$ cat src/rtl/keyboard_ctl_if.sv
// Signal bundle between the PS/2 pads and keyboard_ctl, plus the decoder's debug taps.
// Handshake: scan_valid and frame_err are one-cycle strobes with no ready; scan_code is held until the next scan_valid.
interface keyboard_ctl_if;
    logic       ps2_clk;
    logic       ps2_data;
    logic       key_space;
    logic       key_left;
    logic       key_right;
    logic [7:0] scan_code;
    logic       scan_valid;
    logic       frame_err;
    logic [1:0] dbg_state;
    logic [3:0] dbg_bit_cnt;

    modport master (
        output ps2_clk, ps2_data,
        input  key_space, key_left, key_right, scan_code, scan_valid, frame_err,
        input  dbg_state, dbg_bit_cnt
    );

    modport slave (
        input  ps2_clk, ps2_data,
        output key_space, key_left, key_right, scan_code, scan_valid, frame_err,
        output dbg_state, dbg_bit_cnt
    );
endinterface

$ cat src/rtl/keyboard_ctl.sv
// PS/2 device-to-host receiver with glitch filter and frame timeout, decoding
// make/break codes for Space, Left Arrow and Right Arrow into held key levels.
module keyboard_ctl #(
    parameter int CLK_FREQ_HZ = 40_000_000,
    parameter int FILTER_LEN  = 8,
    parameter int TIMEOUT_US  = 1000
) (
    input  logic           clk,
    input  logic           rst,
    keyboard_ctl_if.slave  kb
);
    localparam int TO_CNT = CLK_FREQ_HZ / 1_000_000 * TIMEOUT_US;
    localparam int TO_W   = $clog2(TO_CNT + 1);
    localparam int FL_W   = $clog2(FILTER_LEN + 1);

    typedef enum logic [1:0] {ST_IDLE, ST_EXT, ST_BRK, ST_EXT_BRK} dec_state_t;

    logic            clk_s1, clk_s2, dat_s1, dat_s2;
    logic            flt_clk;
    logic [FL_W-1:0] flt_cnt;
    logic            fall;

    logic [3:0]      bit_cnt;
    logic [9:0]      frame_q;
    logic [TO_W-1:0] to_cnt;
    logic            frame_ok;
    logic [7:0]      code_q;
    logic            scan_valid_q, frame_err_q;

    dec_state_t      state_q, state_d;
    logic            space_q, left_q, right_q;
    logic            space_d, left_d, right_d;

    // Synchronisers idle high so reset never looks like a falling edge.
    always_ff @(posedge clk or posedge rst) begin
        if (rst) begin
            clk_s1  <= 1'b1;
            clk_s2  <= 1'b1;
            dat_s1  <= 1'b1;
            dat_s2  <= 1'b1;
            flt_clk <= 1'b1;
            flt_cnt <= '0;
            fall    <= 1'b0;
        end else begin
            clk_s1 <= kb.ps2_clk;
            clk_s2 <= clk_s1;
            dat_s1 <= kb.ps2_data;
            dat_s2 <= dat_s1;
            fall   <= 1'b0;
            if (clk_s2 == flt_clk) begin
                flt_cnt <= '0;
            end else if (flt_cnt == FL_W'(FILTER_LEN - 1)) begin
                flt_clk <= clk_s2;
                flt_cnt <= '0;
                fall    <= ~clk_s2;
            end else begin
                flt_cnt <= flt_cnt + FL_W'(1);
            end
        end
    end

    // After ten shifts frame_q holds {parity, data[7:0], start}; the stop bit is the live sample.
    assign frame_ok = !frame_q[0] && (^frame_q[9:1]) && dat_s2;

    always_ff @(posedge clk or posedge rst) begin
        if (rst) begin
            bit_cnt      <= '0;
            frame_q      <= '0;
            to_cnt       <= '0;
            code_q       <= '0;
            scan_valid_q <= 1'b0;
            frame_err_q  <= 1'b0;
        end else begin
            scan_valid_q <= 1'b0;
            frame_err_q  <= 1'b0;
            if (fall) begin
                to_cnt <= '0;
                if (bit_cnt == 4'd10) begin
                    bit_cnt <= '0;
                    if (frame_ok) begin
                        code_q       <= frame_q[8:1];
                        scan_valid_q <= 1'b1;
                    end else begin
                        frame_err_q <= 1'b1;
                    end
                end else begin
                    frame_q <= {dat_s2, frame_q[9:1]};
                    bit_cnt <= bit_cnt + 4'd1;
                end
            end else if (bit_cnt != 4'd0) begin
                if (to_cnt == TO_W'(TO_CNT - 1)) begin
                    bit_cnt     <= '0;
                    to_cnt      <= '0;
                    frame_err_q <= 1'b1;
                end else begin
                    to_cnt <= to_cnt + TO_W'(1);
                end
            end else begin
                to_cnt <= '0;
            end
        end
    end

    always_ff @(posedge clk or posedge rst) begin
        if (rst) begin
            state_q <= ST_IDLE;
            space_q <= 1'b0;
            left_q  <= 1'b0;
            right_q <= 1'b0;
        end else begin
            state_q <= state_d;
            space_q <= space_d;
            left_q  <= left_d;
            right_q <= right_d;
        end
    end

    // A discarded frame drops any pending prefix but keeps the held levels.
    always_comb begin
        state_d = state_q;
        space_d = space_q;
        left_d  = left_q;
        right_d = right_q;
        if (frame_err_q) begin
            state_d = ST_IDLE;
        end else if (scan_valid_q) begin
            case (state_q)
                ST_IDLE: begin
                    if (code_q == 8'hE0)      state_d = ST_EXT;
                    else if (code_q == 8'hF0) state_d = ST_BRK;
                    else if (code_q == 8'h29) space_d = 1'b1;
                end
                ST_EXT: begin
                    if (code_q == 8'hF0) begin
                        state_d = ST_EXT_BRK;
                    end else begin
                        state_d = ST_IDLE;
                        if (code_q == 8'h6B) left_d  = 1'b1;
                        if (code_q == 8'h74) right_d = 1'b1;
                    end
                end
                ST_BRK: begin
                    state_d = ST_IDLE;
                    if (code_q == 8'h29) space_d = 1'b0;
                end
                ST_EXT_BRK: begin
                    state_d = ST_IDLE;
                    if (code_q == 8'h6B) left_d  = 1'b0;
                    if (code_q == 8'h74) right_d = 1'b0;
                end
                default: state_d = ST_IDLE;
            endcase
        end
    end

    assign kb.key_space   = space_q;
    assign kb.key_left    = left_q;
    assign kb.key_right   = right_q;
    assign kb.scan_code   = code_q;
    assign kb.scan_valid  = scan_valid_q;
    assign kb.frame_err   = frame_err_q;
    assign kb.dbg_state   = state_q;
    assign kb.dbg_bit_cnt = bit_cnt;
endmodule

$ cat src/flat_wrapper.sv
// flat-port wrapper written by rule: the top's interface ports become plain ports
module keyboard_ctl_flat 
#(
    parameter int CLK_FREQ_HZ = 40_000_000,
    parameter int FILTER_LEN  = 8,
    parameter int TIMEOUT_US  = 1000
)
  (clk, rst, kb_ps2_clk, kb_ps2_data, kb_key_space, kb_key_left, kb_key_right, kb_scan_code, kb_scan_valid, kb_frame_err, kb_dbg_state, kb_dbg_bit_cnt);
  keyboard_ctl_if kb_i ();
  input  logic clk;
  input  logic rst;
  input wire logic [$bits(kb_i.ps2_clk)-1:0] kb_ps2_clk;
  input wire logic [$bits(kb_i.ps2_data)-1:0] kb_ps2_data;
  output wire logic [$bits(kb_i.key_space)-1:0] kb_key_space;
  output wire logic [$bits(kb_i.key_left)-1:0] kb_key_left;
  output wire logic [$bits(kb_i.key_right)-1:0] kb_key_right;
  output wire logic [$bits(kb_i.scan_code)-1:0] kb_scan_code;
  output wire logic [$bits(kb_i.scan_valid)-1:0] kb_scan_valid;
  output wire logic [$bits(kb_i.frame_err)-1:0] kb_frame_err;
  output wire logic [$bits(kb_i.dbg_state)-1:0] kb_dbg_state;
  output wire logic [$bits(kb_i.dbg_bit_cnt)-1:0] kb_dbg_bit_cnt;
  assign kb_i.ps2_clk = kb_ps2_clk;
  assign kb_i.ps2_data = kb_ps2_data;
  assign kb_key_space = kb_i.key_space;
  assign kb_key_left = kb_i.key_left;
  assign kb_key_right = kb_i.key_right;
  assign kb_scan_code = kb_i.scan_code;
  assign kb_scan_valid = kb_i.scan_valid;
  assign kb_frame_err = kb_i.frame_err;
  assign kb_dbg_state = kb_i.dbg_state;
  assign kb_dbg_bit_cnt = kb_i.dbg_bit_cnt;
  keyboard_ctl #(.CLK_FREQ_HZ(CLK_FREQ_HZ), .FILTER_LEN(FILTER_LEN), .TIMEOUT_US(TIMEOUT_US)) u_core (.clk(clk), .rst(rst), .kb(kb_i));
endmodule
$ cat config.mk
export PLATFORM = sky130hd
export DESIGN_NAME = keyboard_ctl_flat
export DESIGN_NICKNAME = d
export VERILOG_FILES = /design/src/rtl/keyboard_ctl_if.sv /design/src/rtl/keyboard_ctl.sv /design/src/flat_wrapper.sv
export SDC_FILE = /design/constraint.sdc
export NUM_CORES = 1
export LEC_CHECK = 0
export CAP_MARGIN = 20
export CORE_ASPECT_RATIO = 0.7
export CORE_UTILIZATION = 55
export DETAILED_ROUTE_END_ITERATION = 12
export PLACE_DENSITY = 0.82
export SLEW_MARGIN = 20
export SYNTH_ARGS = -nofsm -noshare
export SYNTH_HDL_FRONTEND = slang
export SYNTH_SLANG_ARGS = --single-unit
$ cat constraint.sdc
create_clock -name clk -period 5.67 [get_ports clk]
set_input_delay 0.8505 -clock clk [delete_from_list [all_inputs] [get_ports clk]]
set_output_delay 0.8505 -clock clk [all_outputs]
set_load 0.005 [all_outputs]
* Yosys cells after proc, flatten, opt, wreduce, memory -nomap -nowiden
Index checks and enable logic that the tools add are counted.
** Storage, ports and cells
- Flip-flop bits (word level) :: 55
- Logic and storage cells :: 104
** Cells by class
- $add $sub $neg :: 3
- Equal/unequal tests :: 22
- Mux-type cells :: 38
- Bitwise gates (word level) :: 4
- Reductions and logical operators :: 20
** Operator list (count)
- $mux 16 :: 3
- $mux 4 :: 6
- $mux 1 :: 20
- $add 16x1->16 const B :: 1
- $eq 16x16->1 const B :: 1
- $eq 8x7->1 const B :: 2
- $eq 8x8->1 const B :: 2
- $ne 2x1->1 const B :: 6
- $reduce_and 6->1 :: 2
- $mux 2 :: 5
- $reduce_bool 2->1 :: 5
- $reduce_xor 9->1 :: 1
- $add 4x1->4 const B :: 2
- $eq 8x6->1 const B :: 1
- $reduce_and 2->1 :: 4
- $reduce_and 7->1 :: 1
- $ne 2x2->1 const B :: 3
- $pmux 1 s2 :: 3
- $pmux 2 s3 :: 1
- $eq 2x2->1 const B :: 2
- $eq 4x3->1 const B :: 1
- $eq 4x4->1 const B :: 1
- $ne 4x1->1 const B :: 1
- $not 1->1 :: 4
- 8 further kinds :: 9

* Depth between registers and ports, before layout
Gate-level depths: netlist of run 1.
- Depth after elaboration :: 6
- Depth in mapped cells :: 7
- Mapped depth without buffers :: 6

* Worst setup path after synthesis of run 1
Ideal clock, no wire load.
- Kind :: reg-to-reg
- Start point :: register u_core.frame_q[3]
- End point :: register u_core.code_q[0] (netlist: u_core.kb.scan_code[0])
- Setup time :: 0.125 ns
- Arrival time :: 1.727 ns
- Setup slack :: 3.818 ns
- Cell stages (with the launch flop) :: 5
- Buffers on the path :: 0
- Cells stage by stage :: dfrtp_1 -> xor2_1 -> xnor3_1 -> mux2i_4 -> mux2_2
** Between the ends
- Longest elaborated chain between the ends :: 4
** Ends and longest elaborated chain
- start, declared :: RTL line keyboard_ctl.sv:24 : logic [9:0] frame_q;
- start signal, assigned :: RTL line keyboard_ctl.sv:87 : frame_q <= {dat_s2, frame_q[9:1]};
- $reduce_xor 9->1 :: RTL line keyboard_ctl.sv:63 : assign frame_ok = !frame_q[0] && (^frame_q[9:1]) && dat_s2;
- $logic_and 1x1->1 (2 in a row) :: RTL line keyboard_ctl.sv:63
- $reduce_and 3->1 (no line)
- end signal, assigned :: RTL line keyboard_ctl.sv:81 : code_q <= frame_q[8:1];
- end, declared :: RTL line keyboard_ctl.sv:27 : logic [7:0] code_q;
No other way between the ends.
A chain may end at the register's enable or synchronous reset.

* Worst setup path after layout of run 1
- Start point :: register u_core.code_q[4] (netlist: u_core.kb.scan_code[4])
- End point :: output port kb_scan_code[4]
** RTL lines
- end, declared :: RTL line flat_wrapper.sv:17 : output wire logic [$bits(kb_i.scan_code)-1:0] kb_scan_code;
No word-level cell between the ends.

==> flow_summary_export.csv, run 1 <==
group,metric,value,unit
pwr,p_total,725,µW
logic_synthesis,synth_area_per_cell,11.8,µm²
layout,syn_to_final_growth,16.3,%
route,drcViolationCount,0,
logic_synthesis,synth_area,2500,µm²
timing,rsz0062_at_grt,"false",
clocking,htree_levels,2,
route,drtAntennaViolNets,0,
grt,grt_pass1_vias,1566,
floorplanning,start_util,57.4,%
clocking,cts-buffers-inserted,5,
setup_path,crit_required,4820,ps
layout,final_layout_size_suffix_gt1_share,15.0,%
logic_synthesis,synth_top_family_by_area,"simple AND/OR/NAND/NOR gates",
pwr,ir_worst_vdd,0.197,mV
clocking,clk_latency,300,ps
timing,hold_violations,0,
min_path,hp-class,"reg -> reg",
setup_path,critical-path-top-delay-family,"buffers and inverters",
route,viasPerCell,5.77,
timing,slew_headroom,54.5,%
setup_path,crit_type,"reg -> out",
clocking,post_cts_buffers,0,
logic_synthesis,yosys_warnings,0,
floorplanning,die-width,82.6,µm
clocking,path_clk_slew,90,ps
layout,antennaDiodeCount,0,
pwr,leakagePower,1.28,nW
logic_synthesis,ys_ff_latch,55,
logic_synthesis,synthAdderAreaFrac,2.50,%
route,first_pass_iters,4,
job,drv_cap,0,
place,routabilityCongestion,0.793,
setup_path,rrSetupSlack,3660,ps
status,status,"finished, final reports clean",
logic_synthesis,synth_cell_type_count,34,
place,port_buffers,22,
timing,fmax,462,MHz
route,finalWirelength,4.63,mm
layout,layout_commonest_cell,"dfrtp_1",
timing,holdWs,361,ps
clocking,cts.sinks,55,
clocking,cts-root-buf,"clkbuf_8",
grt,grt_pass1_wl,7.47,mm
logic_synthesis,synth-xor-area-share,8.16,%
logic_synthesis,synth_mux_area_share,9.91,%
grt,grt_max_degree,56,
layout,most-common-layout-cells,"50 x dfrtp_1, 22 x clkdlybuf4s50_1, 20 x mux2_2",
logic_synthesis,yosysSeqAreaShare,55.3,%
floorplanning,die_height,58.4,µm
setup_path,path_max_fanout,7,
timing,slew_violations,0,
route,wl_per_cell,15.7,µm
clocking,cts-hold-fix-buffers,0,
floorplanning,core-area,4350,µm²
timing,period_minus_slack,2160,ps
route,first_iter_violations,135,
setup_path,cp_slowest_cell,"clkdlybuf4s50_1",
logic_synthesis,synthCells,211,
setup_path,slowest_delay,550,ps
layout,fin_nets,248,
setup_path,crit_buf_inv,1,
logic_synthesis,synth-simple-area-share,18.0,%
timing,finalCritPeriodShare,38.2,%
pwr,p_per_area,250,nW/µm²
floorplanning,pin_count,23,
grt,grt_overflow,0,
place,dp_hpwl,3.15,mm
floorplanning,dieArea,4820,µm²
clocking,cts_tree,"built",
clocking,clockBufferDepth,2,
timing,finalClockSkew,4.89,ps
timing,fin_setup_tns,0,ps
logic_synthesis,synth_compound_area_share,5.06,%
clocking,cts_resized,0,
setup_path,end_kind,"primary output",
grt,antenna_found_initial,0,
route,vias,1701,
setup_path,start_kind,"flip-flop",
logic_synthesis,synth.net_count,220,
floorplanning,rows,20,
timing,setup_violations,0,
setup_path,critPathArrivalTime,1310,ps
grt,gr-usage-all-layers,21.3,%
setup_path,crit_chain,"clkdlybuf4s50_1",
timing,tightest_slew,683,ps
-- final cells by class --
| class | count | area (µm²) |
|---|---|---|
| inverters | 5 | 18.8 |
| multi-input cells | 149 | 1090 |
| clock inverters | 2 | 35.0 |
| repair buffers | 23 | 228 |
| clock buffers | 6 | 82.6 |
| well taps | 55 | 68.8 |
| fillers | 331 | 1450 |
| flip-flops and latches | 55 | 1380 |
-- sequential cells by signal, indices dropped and copies added, names as in the netlist --
name                   count
u_core.frame_q            10
u_core.fall                1
u_core.kb.key_space        1
u_core.kb.scan_valid       1
u_core.kb.dbg_state        2
u_core.kb.key_right        1
u_core.kb.scan_code        8
u_core.kb.dbg_bit_cnt      4
u_core.dat_s2              1
u_core.flt_clk             1
u_core.flt_cnt             4
u_core.kb.frame_err        1
u_core.clk_s2              1
u_core.to_cnt             16
u_core.kb.key_left         1
u_core.dat_s1              1
u_core.clk_s1              1
-- cells by family (layout without fill, tap and decap cells) --
| kind of cell | Yosys count | in the layout |
|---|---|---|
| and+or+nand+nor | 83 | 83 |
| muxes | 21 | 21 |
| adders and majority gates | 5 | 5 |
| buffers and inverters | 7 | 36 |
| xor gates and xnor gates | 20 | 20 |
| AOI/OAI and AO/OA | 20 | 20 |
| DFF | 55 | 55 |
-- Yosys cell counts --
cell type	n	share of area [%]
a31oi_1	1	0.25
nand4_1	5	1.3
a22o_1	2	0.70
dfrtp_1	50	50
mux2i_4	1	0.90
and4_1	1	0.35
xor2_1	7	2.5
inv_1	5	0.75
and3_1	6	1.5
clkbuf_1	2	0.30
nor2_1	18	2.7
o31ai_1	2	0.60
nor3b_1	4	1.2
xnor2_1	11	3.9
and2_1	2	0.50
ha_1	5	2.5
a211oi_1	1	0.30
nand2_1	11	1.7
nand3b_1	3	0.90
nor4_1	3	0.75
dfstp_2	5	5.3
xor3_1	1	0.95
a21o_1	1	0.30
a21oi_1	4	0.80
nor3_1	6	1.2
a41oi_1	2	0.70
or3_1	2	0.50
mux2_2	20	9.0
nand3_1	13	2.6
nand2b_1	3	0.75
o21ai_0	7	1.4
nor4bb_1	4	1.6
xnor3_1	1	0.90
nor2b_1	2	0.50
-- per-layer routing --
metal	routed length, µm	share of wire, %	GRT usage [%]
met5	0	0	0
met4	55	1.2	5.91
met3	279	6.0	6.67
met2	1960	42	30.3
met1	2330	50	31.6
-- power by group --
part / total, mW / switching (mW) / internal, mW
clock: 0.267 / 0.124 / 0.143
sequential: 0.420 / 0.0111 / 0.409
combinational: 0.0388 / 0.0210 / 0.0178
total: 0.725 / 0.156 / 0.570
-- final timing paths --
kind | from | end | cells after the start
worst max-delay path | u_core.kb.scan_code[4] | kb_scan_code[4] | 1
min in group asynchronous | rst | u_core.to_cnt[3] | 3
worst max register to register | u_core.frame_q[3] | u_core.kb.scan_code[5] | 4
worst min register to register | u_core.clk_s1 | u_core.clk_s2 | 0
worst min-delay path | u_core.clk_s1 | u_core.clk_s2 | 0
max in group asynchronous | rst | u_core.fall | 3
-- per-stage QoR --
step	cells	worst slack, ps	util [%]	area, µm²
6_report	295	3510	66.7	2910
5_1_grt	295	3440	66.7	2910
4_1_cts	295	3500	66.7	2910
3_5_place_dp	287	3660	64.0	2790
3_3_place_gp	287	3710	64.0	2790
2_1_floorplan	211	3480	-	2500
No activity file was read; power rests on OpenSTA's default activity.
==> inputs of run 2 (changes only) <==
- CORE_UTILIZATION: 55 -> 51
- PLACE_DENSITY: 0.82 -> 0.8
- clock period: 5.67 -> 1.9 ns (I/O delays scaled with it)
==> run 2 against run 1 <==
Sequential share of layout area fell by 2.3 points. Core utilization rose by 0.73 points. Register-to-register slack got worse by 3600 ps. Clock skew rose by 2.5 ps. Power rose to 3.0 times the previous value. Count of clock-buffer cells in the layout did not move. Largest power group unchanged. Highest routed layer unchanged.
==> flow_summary_export.csv, run 2 (synthesis results as in run 1) <==
group,metric,value,unit
layout,layout_commonest_cell,"dfrtp_1",
route,wl_per_cell,15.0,µm
place,placed_area,2880,µm²
floorplanning,rows,20,
layout,antennaDiodeCount,0,
clocking,cts-buffers-inserted,5,
setup_path,slowest_delay,500,ps
floorplanning,pin_count,23,
grt,antenna_found_initial,0,
timing,setup_ws,45.2,ps
layout,final_layout_size_suffix_gt1_share,21.4,%
setup_path,path_max_fanout,9,
timing,hold_violations,0,
clocking,cts_tree,"built",
grt,grt_busiest_layer,"met2",
timing,slew_headroom,66.4,%
setup_path,cp_slowest_cell,"xor3_2",
layout,fin_nets,260,
route,drcViolationCount,0,
pwr,p_per_area,709,nW/µm²
clocking,cts.sinks,55,
floorplanning,start_util,55.2,%
clocking,cts-hold-fix-buffers,0,
setup_path,rr_startpoint,"u_core.frame_q[9]",
clocking,clockBufferDepth,2,
timing,fin_setup_tns,0,ps
setup_path,critPathLaunch,"u_core.frame_q[9]",
setup_path,crit_end,"u_core.kb.scan_code[4]",
setup_path,critPathArrivalTime,2060,ps
layout,fillers,357,
place,dp_slack,-26.3,ps
layout,largest_register_ffs,16,
layout,syn_to_final_growth,22.3,%
route,viasPerCell,5.58,
route,first_iter_violations,119,
setup_path,rrSetupSlack,50,ps
place,dp.cells,307,
floorplanning,die_height,60.6,µm
route,first_pass_iters,4,
clocking,htree_levels,2,
clocking,cts-root-buf,"clkbuf_8",
clocking,clk_latency,310,ps
layout,fin_area,3060,µm²
route,finalWirelength,4.78,mm
timing,finalClockSkew,7.43,ps
place,routabilityCongestion,0.831,
setup_path,r2r_cells,5,
pwr,leakagePower,1.36,nW
layout,regMostFlops,"u_core.to_cnt",
setup_path,crit_type,"reg -> reg",
grt,grt_pass1_wl,7.81,mm
place,dp_hpwl,3.20,mm
pwr,p_total,2.17,mW
route,drtAntennaViolNets,0,
timing,fmax,539,MHz
grt,use_met3,4.76,%
timing,period_minus_slack,1850,ps
timing,setup_violations,0,
layout,layoutNonFillerInstCount,318,
grt,grt_overflow,0,
clocking,path_clk_slew,90,ps
grt,met2_usage,30.2,%
route,vias,1776,
timing,slew_violations,0,
job,drv_cap,0,
place,port_buffers,22,
grt,grt_pass1_vias,1660,
pwr,ir_worst_vdd,0.457,mV
setup_path,crit_chain,"xor3_2, nor3b_2, mux2i_4, buf_12, mux2_2",
timing,finalCritPeriodShare,97.6,%
timing,tightest_slew,498,ps
status,status,"finished, final reports clean",
setup_path,end_kind,"flip-flop",
setup_path,r2r-end,"u_core.kb.scan_code[4]",
grt,grt_max_degree,39,
setup_path,crit_required,2100,ps
layout,most-common-layout-cells,"50 x dfrtp_1, 22 x clkdlybuf4s50_1, 20 x mux2_2",
grt,grt_use_met1,28.6,%
setup_path,start_kind,"flip-flop",
floorplanning,core-area,4530,µm²
grt,gr-usage-all-layers,20.3,%
min_path,hp-class,"in -> async",
floorplanning,die-width,85.7,µm
floorplanning,dieArea,5190,µm²
## run 2: cell count changes in the layout (fill, tap and decap cells not counted), sizes merged
cell / delta
buf: +12
## run 2: per-stage QoR
stage               hold slack, ps  utilization, %
floorplan                      289               -
global placement               345            63.6
detailed placement             347            63.6
CTS                            266            66.7
global route                   321            67.5
finish                         264            67.5
## run 2: how the worst min path moves through the flow
stage	startpoint	to	slack, ps	cells after the start
2_1_floorplan	kb_ps2_clk	u_core.clk_s1	290	0
3_3_place_gp	u_core.clk_s1	u_core.clk_s2	350	0
3_5_place_dp	u_core.dat_s1	u_core.dat_s2	350	0
4_1_cts	rst	u_core.to_cnt[8]	270	2
5_1_grt	rst	u_core.to_cnt[8]	320	2
6_report	rst	u_core.to_cnt[8]	260	2
## run 2: timing repair
item	in CTS	in global routing
pin swaps	0	1
setup buffers	1	2
gates resized for setup	0	6
endpoints found under the setup margin	8	8
## run 2: report_power, final
part           leakage, nW  internal [mW]  switching, mW
combinational        0.549         0.0583         0.0631
clock               0.0612          0.427          0.369
sequential           0.749           1.22         0.0288
total                 1.36           1.70          0.461
## run 2: final cells by class
type	instances	area, µm²	area share [%]
Multi-Input combinational cell	149	1110	36.4
Sequential cell	55	1380	45.2
Clock inverter	2	35.0	1.15
Inverter	5	18.8	0.614
Timing Repair Buffer	35	343	11.2
Clock buffer	6	82.6	2.70
Tap cell	66	82.6	2.70
## run 2: worst max-delay path, delay by kind of cell, from the launching register on
| kind | cells | cell delay, ps |
|---|---|---|
| buf+inv | 1 | 150 |
| mux | 2 | 500 |
| simple gates | 1 | 190 |
| xor+xnor | 1 | 500 |
| flops | 1 | 410 |
## run 2: per-layer routing
| metal | up-vias | wire length (µm) |
|---|---|---|
| met1 | 881 | 2300 |
| met2 | 53 | 2110 |
| met3 | 9 | 272 |
| li1 | 833 | - |
| met5 | - | 0 |
| met4 | 0 | 91 |
==> inputs of run 3 (changes only) <==
- CORE_UTILIZATION: 51 -> 55
- PLACE_DENSITY: 0.8 -> 0.82
- clock period: 1.9 -> 2 ns (I/O delays scaled with it)
==> run 3 against run 2 <==
Via count is 2.4% lower. Count of clock-buffer cells in the layout did not move. Worst setup slack better by 33 ps. Cell count down 5.0%. Non-clock buffer count is 5 lower. Wire length up 0.23%. Critical path depth is the same. Die area shrank 7.1%. Register-to-register slack gained 30 ps. Combinational power fell by 6%. Critical endpoint is now u_core.kb.scan_code[5]. Largest cell class unchanged.
==> flow_summary_export.csv, run 3 (synthesis results as in run 1) <==
group,metric,value,unit
clocking,clk_latency,320,ps
job,drv_cap,0,
pwr,leakagePower,1.31,nW
setup_path,r2r-end,"u_core.kb.scan_code[5]",
timing,setup_violations,0,
layout,regMostFlops,"u_core.to_cnt",
clocking,cts.sinks,55,
grt,grt_max_degree,56,
route,viasPerCell,5.74,
grt,grt_pass1_wl,7.91,mm
clocking,path_clk_slew,100,ps
setup_path,crit_type,"reg -> reg",
timing,period_minus_slack,1920,ps
grt,gr-usage-all-layers,22.8,%
pwr,ir_worst_vdd,0.467,mV
layout,fin_util,68.4,%
route,finalWirelength,4.79,mm
place,dp_hpwl,3.26,mm
grt,grt_pass1_vias,1585,
pwr,p_total,1.95,mW
setup_path,critPathArrivalTime,2120,ps
route,drtAntennaViolNets,0,
timing,hold_violations,0,
status,status,"finished, final reports clean",
floorplanning,die_height,58.4,µm
place,port_buffers,22,
min_path,hp-class,"in -> async",
setup_path,rrSetupSlack,80,ps
grt,antenna_found_initial,0,
clocking,htree_levels,2,
layout,largest_register_ffs,16,
timing,slew_headroom,62.9,%
setup_path,critPathLaunch,"u_core.frame_q[3]",
timing,fin_setup_tns,0,ps
place,placed_area,2830,µm²
layout,most-common-layout-cells,"50 x dfrtp_1, 22 x clkdlybuf4s50_1, 20 x mux2_2",
clocking,clockBufferDepth,2,
pwr,p_per_area,654,nW/µm²
timing,setup_ws,78.5,ps
floorplanning,core-area,4350,µm²
clocking,cts-root-buf,"clkbuf_8",
setup_path,end_kind,"flip-flop",
route,wl_per_cell,15.8,µm
clocking,cts-buffers-inserted,5,
setup_path,rr_startpoint,"u_core.frame_q[3]",
setup_path,path_max_fanout,4,
route,drcViolationCount,0,
timing,finalClockSkew,11.2,ps
timing,finalCritPeriodShare,96.1,%
setup_path,r2r_cells,5,
route,vias,1734,
setup_path,crit_end,"u_core.kb.scan_code[5]",
layout,fin_nets,255,
layout,fin_area,2980,µm²
layout,layout_commonest_cell,"dfrtp_1",
place,dp_slack,-1.95,ps
timing,slew_violations,0,
layout,layoutNonFillerInstCount,302,
setup_path,start_kind,"flip-flop",
grt,grt_overflow,0,
route,first_iter_violations,111,
layout,syn_to_final_growth,19.1,%
floorplanning,rows,20,
floorplanning,die-width,82.6,µm
timing,holdWs,339,ps
layout,fillers,334,
timing,rsz0062_at_grt,"false",
place,dp.cells,291,
layout,antennaDiodeCount,0,
setup_path,crit_required,2200,ps
floorplanning,dieArea,4820,µm²
floorplanning,pin_count,23,
timing,fmax,520,MHz
clocking,cts_tree,"built",
timing,tightest_slew,549,ps
place,routabilityCongestion,0.868,
route,first_pass_iters,4,
layout,final_layout_size_suffix_gt1_share,19.0,%
floorplanning,start_util,57.4,%
==> run 3: cell count changes in the layout (fill, tap and decap cells not counted) <==
cell        delta
buf_4          -5
bufinv_16      -1
clkinv_2       -1
clkinv_4       +1
clkinvlp_4     +1
xnor2_1        +1
xnor2_2        -1
xor3_1         +1
xor3_2         -1
==> run 3: how the worst min path moves through the flow <==
stage / startpoint / endpoint / slack, ps
2_1_floorplan: kb_ps2_clk / u_core.clk_s1 / 300
3_3_place_gp: u_core.clk_s1 / u_core.clk_s2 / 350
3_5_place_dp: u_core.clk_s1 / u_core.clk_s2 / 350
4_1_cts: rst / u_core.kb.dbg_bit_cnt[2] / 350
5_1_grt: u_core.clk_s1 / u_core.clk_s2 / 360
6_report: rst / u_core.kb.dbg_bit_cnt[3] / 340
==> run 3: cell type report <==
type	count	area (µm²)	area share (%)
sequential	55	1380	46.4
clock buffer	6	82.6	2.77
timing repair buffer	30	305	10.3
inverter	5	18.8	0.631
clock inverter	2	16.3	0.546
multi-input combinational	149	1100	37.0
tap	55	68.8	2.31
==> run 3: what timing repair did <==
item,in CTS,in global routing
hold buffers,0,0
endpoints found under the setup margin,4,16
endpoints found under the hold margin,0,0
resized for setup,0,4
buffers inserted,3,0
==> run 3: power breakdown <==
group / internal (mW) / switching [mW]
logic: 0.0548 / 0.0590
registers: 1.16 / 0.0293
clock network: 0.283 / 0.361
total: 1.50 / 0.449
==> run 3: critical path: stages, from the launching register on <==
cell	delay [ps]
dfrtp_1	430
xor2_1	170
xnor3_2	440
mux2i_4	280
buf_4	170
mux2_2	330
==> run 3: routing by layer <==
metal	up-vias	share of wire (%)	track usage, %
li1	821	-	-
met1	881	50	33.6
met2	28	46	33.5
met3	4	3.6	6.98
met4	0	0.69	5.17
met5	-	0	0
